**src/rtl/parking_event_driver_if.sv**
```systemverilog
// Signal bundle between the parking event driver and its environment: raw loop detectors,
// controller status in, and the sensor/switch stimulus presented to the parking controller.
interface parking_event_driver_if;
  logic       entry_raw;
  logic       exit_raw;
  logic [1:0] exit_slot;
  logic [3:0] parking_slots;
  logic       door_open;
  logic       entry_sensor;
  logic       exit_sensor;
  logic [1:0] switch;
  logic       busy;
  logic       rejected;

  modport master (
    output entry_raw, exit_raw, exit_slot, parking_slots, door_open,
    input  entry_sensor, exit_sensor, switch, busy, rejected
  );

  modport slave (
    input  entry_raw, exit_raw, exit_slot, parking_slots, door_open,
    output entry_sensor, exit_sensor, switch, busy, rejected
  );
endinterface

```
**src/rtl/parking_event_driver.sv**
```systemverilog
// Debounces entry/exit loop detectors, queues one pending event per direction and presents
// accepted events to the parking controller until door_open, with timeout and idle gap.
module parking_event_driver #(
  parameter int unsigned DEBOUNCE = 4,
  parameter int unsigned HOLD_MAX = 16,
  parameter int unsigned GAP      = 2
) (
  input logic                  clk,
  input logic                  reset,
  parking_event_driver_if.slave bus
);
  localparam int unsigned DbW   = $clog2(DEBOUNCE + 1);
  localparam int unsigned HoldW = $clog2(HOLD_MAX + 1);
  localparam int unsigned GapW  = $clog2(GAP + 1);
  localparam logic [DbW-1:0]   DbMax   = DbW'(DEBOUNCE);
  localparam logic [HoldW-1:0] HoldEnd = HoldW'(HOLD_MAX - 1);
  localparam logic [GapW-1:0]  GapEnd  = GapW'(GAP - 1);

  typedef enum logic [1:0] {StIdle, StDrive, StGap} state_e;

  state_e           state_q, state_d;
  logic [DbW-1:0]   entry_cnt_q, entry_cnt_d, exit_cnt_q, exit_cnt_d;
  logic             entry_ev, exit_ev, entry_acc, exit_acc;
  logic             pend_entry_q, pend_entry_d, pend_exit_q, pend_exit_d;
  logic             clr_entry, clr_exit;
  logic [1:0]       slot_q, slot_d;
  logic             drive_exit_q, drive_exit_d;
  logic [HoldW-1:0] hold_q, hold_d;
  logic [GapW-1:0]  gap_q, gap_d;
  logic             entry_sensor_q, entry_sensor_d, exit_sensor_q, exit_sensor_d;
  logic [1:0]       switch_q, switch_d;
  logic             rejected_q, rejected_d;

  // Debounce: count while high, saturate, clear on any low; fire only on reaching DEBOUNCE.
  always_comb begin
    entry_cnt_d = '0;
    exit_cnt_d  = '0;
    if (bus.entry_raw) entry_cnt_d = (entry_cnt_q == DbMax) ? entry_cnt_q : entry_cnt_q + 1'b1;
    if (bus.exit_raw)  exit_cnt_d  = (exit_cnt_q == DbMax) ? exit_cnt_q : exit_cnt_q + 1'b1;
  end

  assign entry_ev = bus.entry_raw && (entry_cnt_q == DbMax - 1'b1);
  assign exit_ev  = bus.exit_raw && (exit_cnt_q == DbMax - 1'b1);

  // A flag being retired this cycle frees its slot, so a coincident new event is kept.
  assign entry_acc    = entry_ev && (!pend_entry_q || clr_entry);
  assign exit_acc     = exit_ev && (!pend_exit_q || clr_exit);
  assign pend_entry_d = entry_acc || (pend_entry_q && !clr_entry);
  assign pend_exit_d  = exit_acc || (pend_exit_q && !clr_exit);
  assign slot_d       = exit_acc ? bus.exit_slot : slot_q;

  always_comb begin
    state_d        = state_q;
    drive_exit_d   = drive_exit_q;
    hold_d         = hold_q;
    gap_d          = gap_q;
    clr_entry      = 1'b0;
    clr_exit       = 1'b0;
    rejected_d     = 1'b0;
    entry_sensor_d = entry_sensor_q;
    exit_sensor_d  = exit_sensor_q;
    switch_d       = switch_q;
    unique case (state_q)
      StIdle: begin
        hold_d = '0;
        gap_d  = '0;
        if (pend_exit_q) begin
          if (!bus.parking_slots[slot_q]) begin
            rejected_d = 1'b1;
            clr_exit   = 1'b1;
          end else begin
            state_d       = StDrive;
            drive_exit_d  = 1'b1;
            exit_sensor_d = 1'b1;
            switch_d      = slot_q;
          end
        end else if (pend_entry_q) begin
          if (&bus.parking_slots) begin
            rejected_d = 1'b1;
            clr_entry  = 1'b1;
          end else begin
            state_d        = StDrive;
            drive_exit_d   = 1'b0;
            entry_sensor_d = 1'b1;
            switch_d       = 2'b00;
          end
        end
      end
      StDrive: begin
        hold_d = hold_q + 1'b1;
        if (bus.door_open || hold_q == HoldEnd) begin
          rejected_d     = !bus.door_open;
          clr_exit       = drive_exit_q;
          clr_entry      = !drive_exit_q;
          state_d        = StGap;
          gap_d          = '0;
          entry_sensor_d = 1'b0;
          exit_sensor_d  = 1'b0;
          switch_d       = 2'b00;
        end
      end
      StGap: begin
        gap_d = gap_q + 1'b1;
        if (gap_q == GapEnd) state_d = StIdle;
      end
      default: state_d = StIdle;
    endcase
  end

  always_ff @(posedge clk) begin
    if (reset) begin
      state_q        <= StIdle;
      entry_cnt_q    <= '0;
      exit_cnt_q     <= '0;
      pend_entry_q   <= 1'b0;
      pend_exit_q    <= 1'b0;
      slot_q         <= 2'b00;
      drive_exit_q   <= 1'b0;
      hold_q         <= '0;
      gap_q          <= '0;
      entry_sensor_q <= 1'b0;
      exit_sensor_q  <= 1'b0;
      switch_q       <= 2'b00;
      rejected_q     <= 1'b0;
    end else begin
      state_q        <= state_d;
      entry_cnt_q    <= entry_cnt_d;
      exit_cnt_q     <= exit_cnt_d;
      pend_entry_q   <= pend_entry_d;
      pend_exit_q    <= pend_exit_d;
      slot_q         <= slot_d;
      drive_exit_q   <= drive_exit_d;
      hold_q         <= hold_d;
      gap_q          <= gap_d;
      entry_sensor_q <= entry_sensor_d;
      exit_sensor_q  <= exit_sensor_d;
      switch_q       <= switch_d;
      rejected_q     <= rejected_d;
    end
  end

  assign bus.entry_sensor = entry_sensor_q;
  assign bus.exit_sensor  = exit_sensor_q;
  assign bus.switch       = switch_q;
  assign bus.busy         = (state_q != StIdle);
  assign bus.rejected     = rejected_q;
endmodule
```
**src/flat_wrapper.sv**
```systemverilog
// flat-port wrapper written by rule: the top's interface ports become plain ports
module parking_event_driver_flat 
#(
  parameter int unsigned DEBOUNCE = 4,
  parameter int unsigned HOLD_MAX = 16,
  parameter int unsigned GAP      = 2
)
  (clk, reset, bus_entry_raw, bus_exit_raw, bus_exit_slot, bus_parking_slots, bus_door_open, bus_entry_sensor, bus_exit_sensor, bus_switch, bus_busy, bus_rejected);
  parking_event_driver_if bus_i ();
  input logic clk;
  input logic reset;
  input wire logic [$bits(bus_i.entry_raw)-1:0] bus_entry_raw;
  input wire logic [$bits(bus_i.exit_raw)-1:0] bus_exit_raw;
  input wire logic [$bits(bus_i.exit_slot)-1:0] bus_exit_slot;
  input wire logic [$bits(bus_i.parking_slots)-1:0] bus_parking_slots;
  input wire logic [$bits(bus_i.door_open)-1:0] bus_door_open;
  output wire logic [$bits(bus_i.entry_sensor)-1:0] bus_entry_sensor;
  output wire logic [$bits(bus_i.exit_sensor)-1:0] bus_exit_sensor;
  output wire logic [$bits(bus_i.switch)-1:0] bus_switch;
  output wire logic [$bits(bus_i.busy)-1:0] bus_busy;
  output wire logic [$bits(bus_i.rejected)-1:0] bus_rejected;
  assign bus_i.entry_raw = bus_entry_raw;
  assign bus_i.exit_raw = bus_exit_raw;
  assign bus_i.exit_slot = bus_exit_slot;
  assign bus_i.parking_slots = bus_parking_slots;
  assign bus_i.door_open = bus_door_open;
  assign bus_entry_sensor = bus_i.entry_sensor;
  assign bus_exit_sensor = bus_i.exit_sensor;
  assign bus_switch = bus_i.switch;
  assign bus_busy = bus_i.busy;
  assign bus_rejected = bus_i.rejected;
  parking_event_driver #(.DEBOUNCE(DEBOUNCE), .HOLD_MAX(HOLD_MAX), .GAP(GAP)) u_core (.clk(clk), .reset(reset), .bus(bus_i));
endmodule
```
**config.mk**
```make
export PLATFORM = sky130hd
export DESIGN_NAME = parking_event_driver_flat
export DESIGN_NICKNAME = d
export VERILOG_FILES = /design/src/rtl/parking_event_driver_if.sv /design/src/rtl/parking_event_driver.sv /design/src/flat_wrapper.sv
export SDC_FILE = /design/constraint.sdc
export NUM_CORES = 1
export LEC_CHECK = 0
export ABC_AREA = 1
export BUFFER_PORTS_ARGS = -buffer_cell sky130_fd_sc_hd__buf_2
export CELL_PAD_IN_SITES_DETAIL_PLACEMENT = 2
export CELL_PAD_IN_SITES_GLOBAL_PLACEMENT = 2
export CORE_MARGIN = 2
export CORE_UTILIZATION = 30
export DETAILED_ROUTE_END_ITERATION = 8
export HOLD_SLACK_MARGIN = 0.12
export PLACE_DENSITY = 0.76
export SLEW_MARGIN = 20
export SYNTH_ARGS = -nofsm -noshare
export SYNTH_HDL_FRONTEND = slang
export SYNTH_SLANG_ARGS = --single-unit
```
**constraint.sdc**
```tcl
create_clock -name clk -period 2.7 [get_ports clk]
set_input_delay 0.135 -clock clk [delete_from_list [all_inputs] [get_ports clk]]
set_output_delay 0.135 -clock clk [all_outputs]
set_load 0.01 [all_outputs]
```
==> results.md, run 1 <==
- Post-route setup TNS: 0 ns
- Critical-path maximum fanout: 5
- Via count of the first global-routing pass: roughly 1,300
- Die X: 69.4 µm
- Post-synthesis register bit count: 25
- Root buffer selected by CTS: sky130_fd_sc_hd__clkbuf_8
- First-pass GRT wire length: just under 6000 µm
- Number of placement rows: 23
- Area occupied by registers: about 500 µm²
- Synthesized instance count: 177
- Synthesized area divided by synthesized cell count: 7.25 µm²
- Overall Global Routing Usage: between 10% and 20%
- Gp weighted congestion: between 0.7 and 0.8
- Count of instances resized after the clock tree is built: 0
- Type of origin of the critical path: flip-flop
- WP data arrival: 2.03 ns
- TritonCTS sink count: 25
- Cell leakage power: 0.650 nW
- Initial antenna violation count: 0
- Clock Path Buffers: 2
- Setup repair after global routing missed its margin: false
- IO buf count: 16
- Power per Cell Area: 452 nW/µm²
- Pre-CTS WS: 0.857 ns
- Post-CTS Setup Inserts: 0
- Count of synthesis-stage warnings from yosys: 0
- Share of layout cells above drive strength 1: 15.8%
- Leftover overflow at the end of global routing: 0
- Largest net degree at the start of global routing: 17
- Reg2Reg Setup Slack: 0.85 ns
- Area of the multi-input gates: between 600 and 700 µm²
- Number of detailed-route iterations in the first pass: 4
- Worst min-delay path startpoint: bus_exit_raw
- Capture point of the worst path: u_core.slot_q[0]$_SDFFE_PP0P_
- DR vias: 1,195
- Portion of the post-synthesis area used by sequential elements: 39.0%
- Post-route worst setup slack: 0.852 ns
- Die height: 69.4 µm
- Diode insertion count for antenna repair: 0
- Total count of hold-check failures in the final report: 0
- Final setup violation count: 0
- Slew at the pin with the worst max-slew slack: 0.401 ns
- Start of the worst register-to-register path: u_core.hold_q[0]$_SDFFE_PP0N_
- Endpoint type of the worst setup path: flip-flop
- Core area: 4060 µm²
- CP Data Required Time: 2.88 ns
- Antenna violation net count after detailed routing: 0
- First DRT Iteration DRCs: 19
- Clock buffer count from CTS: 3
- Initial Utilization: 31.6%
- DRC viols: 0
- Number of distinct library cells after synthesis: 22
- Cell Area, Synth: 1280 µm²
- Synthesized Nets: a little under 200
- Post-DP HPWL: 2730 µm
- Final-layout fill cell count: 503
- Average wire length per cell after detail routing: 13.5 µm
- Max-cap check violation count: 0
- Number of primary I/O pins: 17
- Share of the clock period used by the worst path after layout: 68.4%
- Result of the run: complete, no violations
- Final net count: between 200 and 250
- Overall routed net length: about 3300 µm
- Register-to-Register Path Depth: 10
- Die area: 4820 µm²
- Terminus of the critical flop-to-flop path: u_core.slot_q[0]$_SDFFE_PP0P_
- Synth-to-layout area growth: 15.1%
- Final Max Tran Viols: 0
- Skew-Pair Late Insertion Delay: 0.28 ns
- Worst IR drop on VDD: ~0.00026 V
- Relative slew slack: 73.3%
- Worst-case clock skew: 0.00501 ns
- Clock transition at the register clock pins on the worst setup and hold paths after CTS: 0.10 ns
- Final critical path time including I/O delays and setup: 1.85 ns
- Critical path startpoint: u_core.hold_q[0]$_SDFFE_PP0N_
- Critical Setup Path Class: reg -> reg
- CTS tree: built
- Max Fclk: 541 MHz
- H-tree lvl count: 1
- Vias per Instance: a little under 5
- Hold WC Path Type: in -> reg
==> stage by stage <==
step | instances | hold slack [ns] | utilization [%] | power (mW) | area, µm²
2_1_floorplan | 177 | 0.277 | - | 0.415 | 1280
3_3_place_gp | 241 | 0.395 | 34.9 | 0.431 | 1420
3_5_place_dp | 241 | 0.413 | 34.9 | 0.435 | 1420
4_1_cts | 246 | 0.126 | 36.4 | 0.684 | 1480
5_1_grt | 246 | 0.160 | 36.4 | 0.701 | 1480
6_report | 246 | 0.135 | 36.4 | 0.668 | 1480
==> flip-flops by register name, indices dropped and copies added, names as in the netlist <==
signal                   flops
u_core.state_q               2
u_core.gap_q                 2
u_core.drive_exit_q          1
u_core.slot_q                2
u_core.bus.rejected          1
u_core.bus.entry_sensor      1
u_core.hold_q                5
u_core.bus.exit_sensor       1
u_core.bus.switch            2
u_core.exit_cnt_q            3
u_core.entry_cnt_q           3
u_core.pend_entry_q          1
u_core.pend_exit_q           1
==> kinds of logic after synthesis <==
logic type      Yosys count  synth area share [%]
simple gates             80                  29.2
compound gates           31                  13.4
buf+inv                  32                  9.65
flops                    25                  39.0
fa+ha+maj                 9                  8.77
==> area by class of cell <==
cell class,count,share of cell area [%]
Multi-Input combinational cell,120,44.6
Sequential cell,25,33.9
Inverter,30,7.79
Timing Repair Buffer,17,6.10
Tap cell,50,4.23
Clock buffer,3,2.79
Clock inverter,1,0.593
==> synth_stat cells (all sizes together) <==
cell type / n / area share [%]
nand4: 3 / 1.5
ha: 9 / 8.8
clkbuf: 1 / 0.29
a21oi: 17 / 6.6
buf: 1 / 0.39
a31oi: 2 / 0.97
o22ai: 1 / 0.49
dfxtp: 25 / 39
nand3: 10 / 4.3
nand2: 43 / 14
nand3b: 2 / 1.2
inv: 30 / 9.0
a211oi: 3 / 1.8
o211a: 1 / 0.78
o21ai: 7 / 2.7
nor2: 22 / 8.6
==> layout by cell type (no fill, tap or decap) <==
master and count:
sky130_fd_sc_hd__a211oi_1 3, sky130_fd_sc_hd__nand4_1 3, sky130_fd_sc_hd__inv_6 1, sky130_fd_sc_hd__ha_1 9
sky130_fd_sc_hd__nand2_4 1, sky130_fd_sc_hd__nand2_1 39, sky130_fd_sc_hd__nand2_2 3, sky130_fd_sc_hd__clkbuf_8 3
sky130_fd_sc_hd__buf_2 16, sky130_fd_sc_hd__nand3_2 1, sky130_fd_sc_hd__nand3_1 9, sky130_fd_sc_hd__o21ai_0 7
sky130_fd_sc_hd__inv_4 1, sky130_fd_sc_hd__nor2_4 3, sky130_fd_sc_hd__dfxtp_1 25, sky130_fd_sc_hd__nor2_1 17
sky130_fd_sc_hd__a31oi_1 2, sky130_fd_sc_hd__o22ai_1 1, sky130_fd_sc_hd__nand3b_1 2, sky130_fd_sc_hd__a21oi_1 17
sky130_fd_sc_hd__o211a_1 1, sky130_fd_sc_hd__nor2_2 2, sky130_fd_sc_hd__dlygate4sd3_1 1, sky130_fd_sc_hd__inv_1 29
==> power by group <==
group | total [mW] | switching (mW) | internal, mW
clock network | 0.242 | 0.133 | 0.108
logic | 0.0483 | 0.0296 | 0.0187
registers | 0.378 | 0.00404 | 0.374
total | 0.668 | 0.167 | 0.501
==> critical path, cell delays in order (launching register included) <==
cell and delay (ns):
sky130_fd_sc_hd__dfxtp_1 0.34, sky130_fd_sc_hd__ha_1 0.21, sky130_fd_sc_hd__inv_1 0.07, sky130_fd_sc_hd__nor2_1 0.05
sky130_fd_sc_hd__ha_1 0.21, sky130_fd_sc_hd__nor2_1 0.26, sky130_fd_sc_hd__nor2_1 0.09, sky130_fd_sc_hd__a21oi_1 0.18
sky130_fd_sc_hd__nand2_2 0.12, sky130_fd_sc_hd__a21oi_1 0.16, sky130_fd_sc_hd__nor2_1 0.07
==> layer usage <==
layer  vias up  part of all wire (%)  GRT usage [%]
met3         5                   2.4           3.49
met5         -                     0              0
li1        603                     -              -
met1       575                    43           16.7
met2        12                    54           28.7
met4         0                  0.75           2.61
==> how the worst min path moves through the flow <==
stage	endpoint	slack (ns)	cells after the start
2_1_floorplan	u_core.pend_entry_q$_SDFF_PP0_	0.28	2
3_3_place_gp	u_core.pend_entry_q$_SDFF_PP0_	0.39	3
3_5_place_dp	u_core.pend_entry_q$_SDFF_PP0_	0.41	3
4_1_cts	u_core.pend_exit_q$_SDFF_PP0_	0.13	3
5_1_grt	u_core.pend_exit_q$_SDFF_PP0_	0.16	3
6_report	u_core.pend_exit_q$_SDFF_PP0_	0.14	3
==> what timing repair did <==
item / in CTS / in global routing
endpoints found under the hold margin: 1 / 0
setup endpoints to repair: 0 / 0
hold buffers: 1 / 0
(Power assumes the default switching activity.)
==> inputs of run 2 (changes only) <==
- ABC_AREA: 1 -> 0
- PLACE_DENSITY: 0.76 -> 0.72
- clock period: 2.7 -> 1.9 ns (I/O delays scaled with it)
==> run 2 against run 1 <==
  * Sequential share of layout area grew 1.1 points
  * Sequential power rose by 42%
  * Hold slack worse by 0.0034 ns
  * Critical path type unchanged
==> results.md, run 2 <==
- Result of the run: complete, no violations
- Critical-path maximum fanout: 4 (-1)
- CP Data Required Time: 2.11 ns (-0.77 ns)
- Critical Setup Path Class: reg -> reg
- Non-filler cells in the finished layout: 210 (-15%)
- Final setup violation count: 0 (unchanged)
- EDFF count, synth: 0 (unchanged)
- Via count of the first global-routing pass: 1,102 (-16%)
- Leftover overflow at the end of global routing: 0 (unchanged)
- Initial Utilization: 30.6% (-1.0 points)
- Die height: 67.4 µm (-2.8%)
- Simple-gate area share of the yosys netlist: 22.0% (-7.3 points)
- Antenna violation net count after detailed routing: 0 (unchanged)
- Power per Cell Area: 636 nW/µm² (+41%)
- Cell Int Power: 710 µW (+42%)
- Max Fclk: 576 MHz (+6.5%)
- Number of flip-flops in the largest register: 5 (unchanged)
- Count of synthesis-stage warnings from yosys: 0 (unchanged)
- Die X: 67.4 µm (-2.8%)
- Share of layout cells above drive strength 1: 19.4% (+3.6 points)
- Portion of total power attributed to sequential cells: 58.7% (+2.1 points)
- Slew at the pin with the worst max-slew slack: 0.453 ns (+0.0527 ns)
- Root buffer selected by CTS: sky130_fd_sc_hd__clkbuf_8
- Post-route setup TNS: 0 ns (unchanged)
- Final Max Tran Viols: 0 (unchanged)
- Number of placement rows: 23 (unchanged)
- TritonCTS sink count: 25 (unchanged)
- Core area: 3940 µm² (-2.8%)
- Total placed cells including tap cells: 202 (-16%)
- Portion of the post-synthesis area used by sequential elements: 41.5% (+2.5 points)
- Number of detailed-route iterations in the first pass: 2 (-2)
- Final critical path time including I/O delays and setup: 1.74 ns (-0.112 ns)
- Die area: 4550 µm² (-5.6%)
- Post-Synth XOR/XNOR Area: 1.45% (+1.5 points)
- Final core occ: 36.4% (-0.048 points)
- Metal3 WL: 91 µm (+15%)
- Share of the clock period used by the worst path after layout: 91.3% (+23 points)
- IO buf count: 16 (unchanged)
- Top FF cell, synth: sky130_fd_sc_hd__dfxtp_1
- Clock share of power: 34.3% (-1.9 points)
- Cell types with the highest counts after synthesis: sky130_fd_sc_hd__dfxtp_1, sky130_fd_sc_hd__nor2_1, sky130_fd_sc_hd__a21oi_1, sky130_fd_sc_hd__inv_1
- Routed wl met2: 1530 µm (-15%)
- WP data arrival: 1.94 ns (-0.09 ns)
- Clock Path Buffers: 2 (unchanged)
- CTS tree: built
- Fraction of synthesized area in multiplexers: 4.46% (+4.5 points)
- Overall Global Routing Usage: 14.6% (-0.34 points)
- Most frequent cell after synthesis: sky130_fd_sc_hd__dfxtp_1
- Biggest area consumer among synthesized cells: sky130_fd_sc_hd__dfxtp_1
- Largest family of logic cells by synthesized area: simple AND/OR/NAND/NOR gates
- Max-cap check violation count: 0 (unchanged)
- DRC viols: 0 (unchanged)
- Hold WC Path Type: in -> reg
- Final net count: 181 (-17%)
- H-tree lvl count: 1 (unchanged)
- Synthesized Nets: 158 (-20%)
- Number of distinct library cells after synthesis: 32 (+45%)
- First-pass GRT wire length: 5000 µm (-15%)
- Setup repair after global routing missed its margin: false
- Worst-case clock skew: 0.00742 ns (+0.00241 ns)
- Most common cell after layout, fill and taps aside: sky130_fd_sc_hd__dfxtp_1
- Type of origin of the critical path: flip-flop
- Number of primary I/O pins: 17 (unchanged)
- Total count of hold-check failures in the final report: 0 (unchanged)
- Commonest non-fill, non-tap cells in the layout: sky130_fd_sc_hd__dfxtp_1, sky130_fd_sc_hd__nor2_1, sky130_fd_sc_hd__buf_2, sky130_fd_sc_hd__a21oi_1, sky130_fd_sc_hd__inv_1
- Net switching power of the design: 202 µW (+21%)
- Cell leakage power: 0.581 nW (-11%)
- Clock transition at the register clock pins on the worst setup and hold paths after CTS: 0.09 ns (about the same)
- Vias per Instance: 4.88 (+0.38%)
- Switching fraction of total power: 22.1% (-2.9 points)
- Post-DP HPWL: 2320 µm (-15%)
- Initial antenna violation count: 0 (unchanged)
- Synthesized area divided by synthesized cell count: 8.75 µm² (+21%)
- Synthesized instance count: 138 (-22%)
- Relative slew slack: 69.5% (-3.8 points)
- Top Registers: u_core.hold_q (5), u_core.entry_cnt_q (3), u_core.exit_cnt_q (3)
- First DRT Iteration DRCs: 35 (+16)
- Largest net degree at the start of global routing: 24 (+7)
- Worst IR drop on VDD: 0.000330 V (+25%)
- Synth-to-layout area growth: 18.8%
- Post-synthesis register bit count: 25 (unchanged)
- Cell Area, Synth: 1210 µm² (-5.9%)
- Top metal layer carrying routed signals: met4
- Combinational fraction of design power: 7.0% (-0.2 points)
- Largest cells by area after synthesis: sky130_fd_sc_hd__dfxtp_1, sky130_fd_sc_hd__ha_1, sky130_fd_sc_hd__a21oi_1
- Synthesized-area fraction occupied by ao, oa, aoi and oai cells: 17.0% (+3.6 points)
- Skew-Pair Late Insertion Delay: 0.27 ns (about the same)
- Endpoint type of the worst setup path: flip-flop
- Overall routed net length: 2870 µm (-14%)
- Adder-cell share of the synthesized area: 9.33% (+0.55 points)
- Average wire length per cell after detail routing: 13.7 µm (+1.2%)
- Diode insertion count for antenna repair: 0 (unchanged)
- Met1 wire length: 1240 µm (-14%)
- Top register by number of flip-flops: u_core.hold_q
- Clock buffer count from CTS: 3 (unchanged)
- DR vias: 1,024 (-14%)
- Gp weighted congestion: 0.734 (+0.85%)
- Fraction of synthesis flops using an asynchronous set or reset pin: 0% (unchanged)
- Share of Yosys cell area claimed by the top area cell type: 41.5% (+2.5 points)
-- run 2: cell types whose count changed after synthesis, moves of 3 or more --
cell,change
sky130_fd_sc_hd__nand2b_1,+8
sky130_fd_sc_hd__nand2_1,-30
sky130_fd_sc_hd__nor2_4,-3
sky130_fd_sc_hd__inv_1,-19
sky130_fd_sc_hd__nand2_2,-3
sky130_fd_sc_hd__nand3_1,-4
sky130_fd_sc_hd__clkbuf_1,+3
sky130_fd_sc_hd__nor2b_1,+3
-- run 2: cell families (layout without fill, tap and decap cells) --
group,Yosys count,count (layout)
and+or+nand+nor,53,53
adders and majority gates,9,9
xor gates and xnor gates,2,2
muxes,4,4
buffers and inverters,14,36
DFF,25,25
AOI/OAI and AO/OA,31,31
-- run 2: worst paths after layout --
check / slack [ns] / depth (start not counted) / end / start
worst max-delay path: 0.16 / 8 / u_core.pend_exit_q$_SDFF_PP0_ / u_core.hold_q[0]$_SDFFE_PP0N_
worst min-delay path: 0.13 / 3 / u_core.exit_cnt_q[1]$_SDFFE_PP0P_ / bus_exit_raw
worst max register to register: 0.16 / 8 / u_core.pend_exit_q$_SDFF_PP0_ / u_core.hold_q[0]$_SDFFE_PP0N_
worst min register to register: 0.48 / 2 / u_core.bus.switch[0]$_SDFFE_PP0P_ / u_core.bus.switch[0]$_SDFFE_PP0P_
-- run 2: worst max-delay path: stages, from the launching register on --
cell                       delay (ns)
sky130_fd_sc_hd__dfxtp_2         0.35
sky130_fd_sc_hd__ha_1            0.21
sky130_fd_sc_hd__and3_1          0.18
sky130_fd_sc_hd__ha_1            0.23
sky130_fd_sc_hd__nor2_1          0.18
sky130_fd_sc_hd__nand3b_1        0.19
sky130_fd_sc_hd__buf_4           0.13
sky130_fd_sc_hd__nand3_1         0.07
sky130_fd_sc_hd__a21oi_1         0.13
-- run 2: metal layers --
metal  GRT usage, %  up-vias
met5              0        -
met4           3.83        0
met3           4.17        2
met2           26.0       10
met1           17.1      498
li1               -      514
-- run 2: what timing repair did --
item                                    CTS  global route
hold buffers                              3             0
endpoints found under the setup margin    0             2
setup buffers                             0             1
gates resized for setup                   0             1
hold endpoints to repair                  3             0
-- run 2: area by class of cell --
cell class,instances,area [µm²]
multi-input cells,99,654
inverters,10,37.5
well taps,50,62.6
flip-flops and latches,25,502
repair buffers,22,133
fillers,456,2510
clock buffers,4,45.0
-- run 2: power by group through the flow --
stage                     combinational, mW  sequential [mW]  clock (mW)
after floorplan                      0.0364            0.546           0
after global placement               0.0557            0.547           0
after detailed placement             0.0608            0.548           0
after CTS                            0.0656            0.535       0.330
after global routing                 0.0745            0.536       0.352
final                                0.0639            0.535       0.312
-- run 2: through the flow --
step                hold slack, ns  setup WS, ns  power, mW  cell area, µm²
floorplan                    0.242         0.320      0.582            1210
global route                 0.153       0.00818      0.963            1430
global placement             0.362         0.191      0.602            1350
finish                       0.132         0.164      0.911            1430
detailed placement           0.367         0.112      0.608            1350
CTS                          0.128        0.0754      0.931            1430
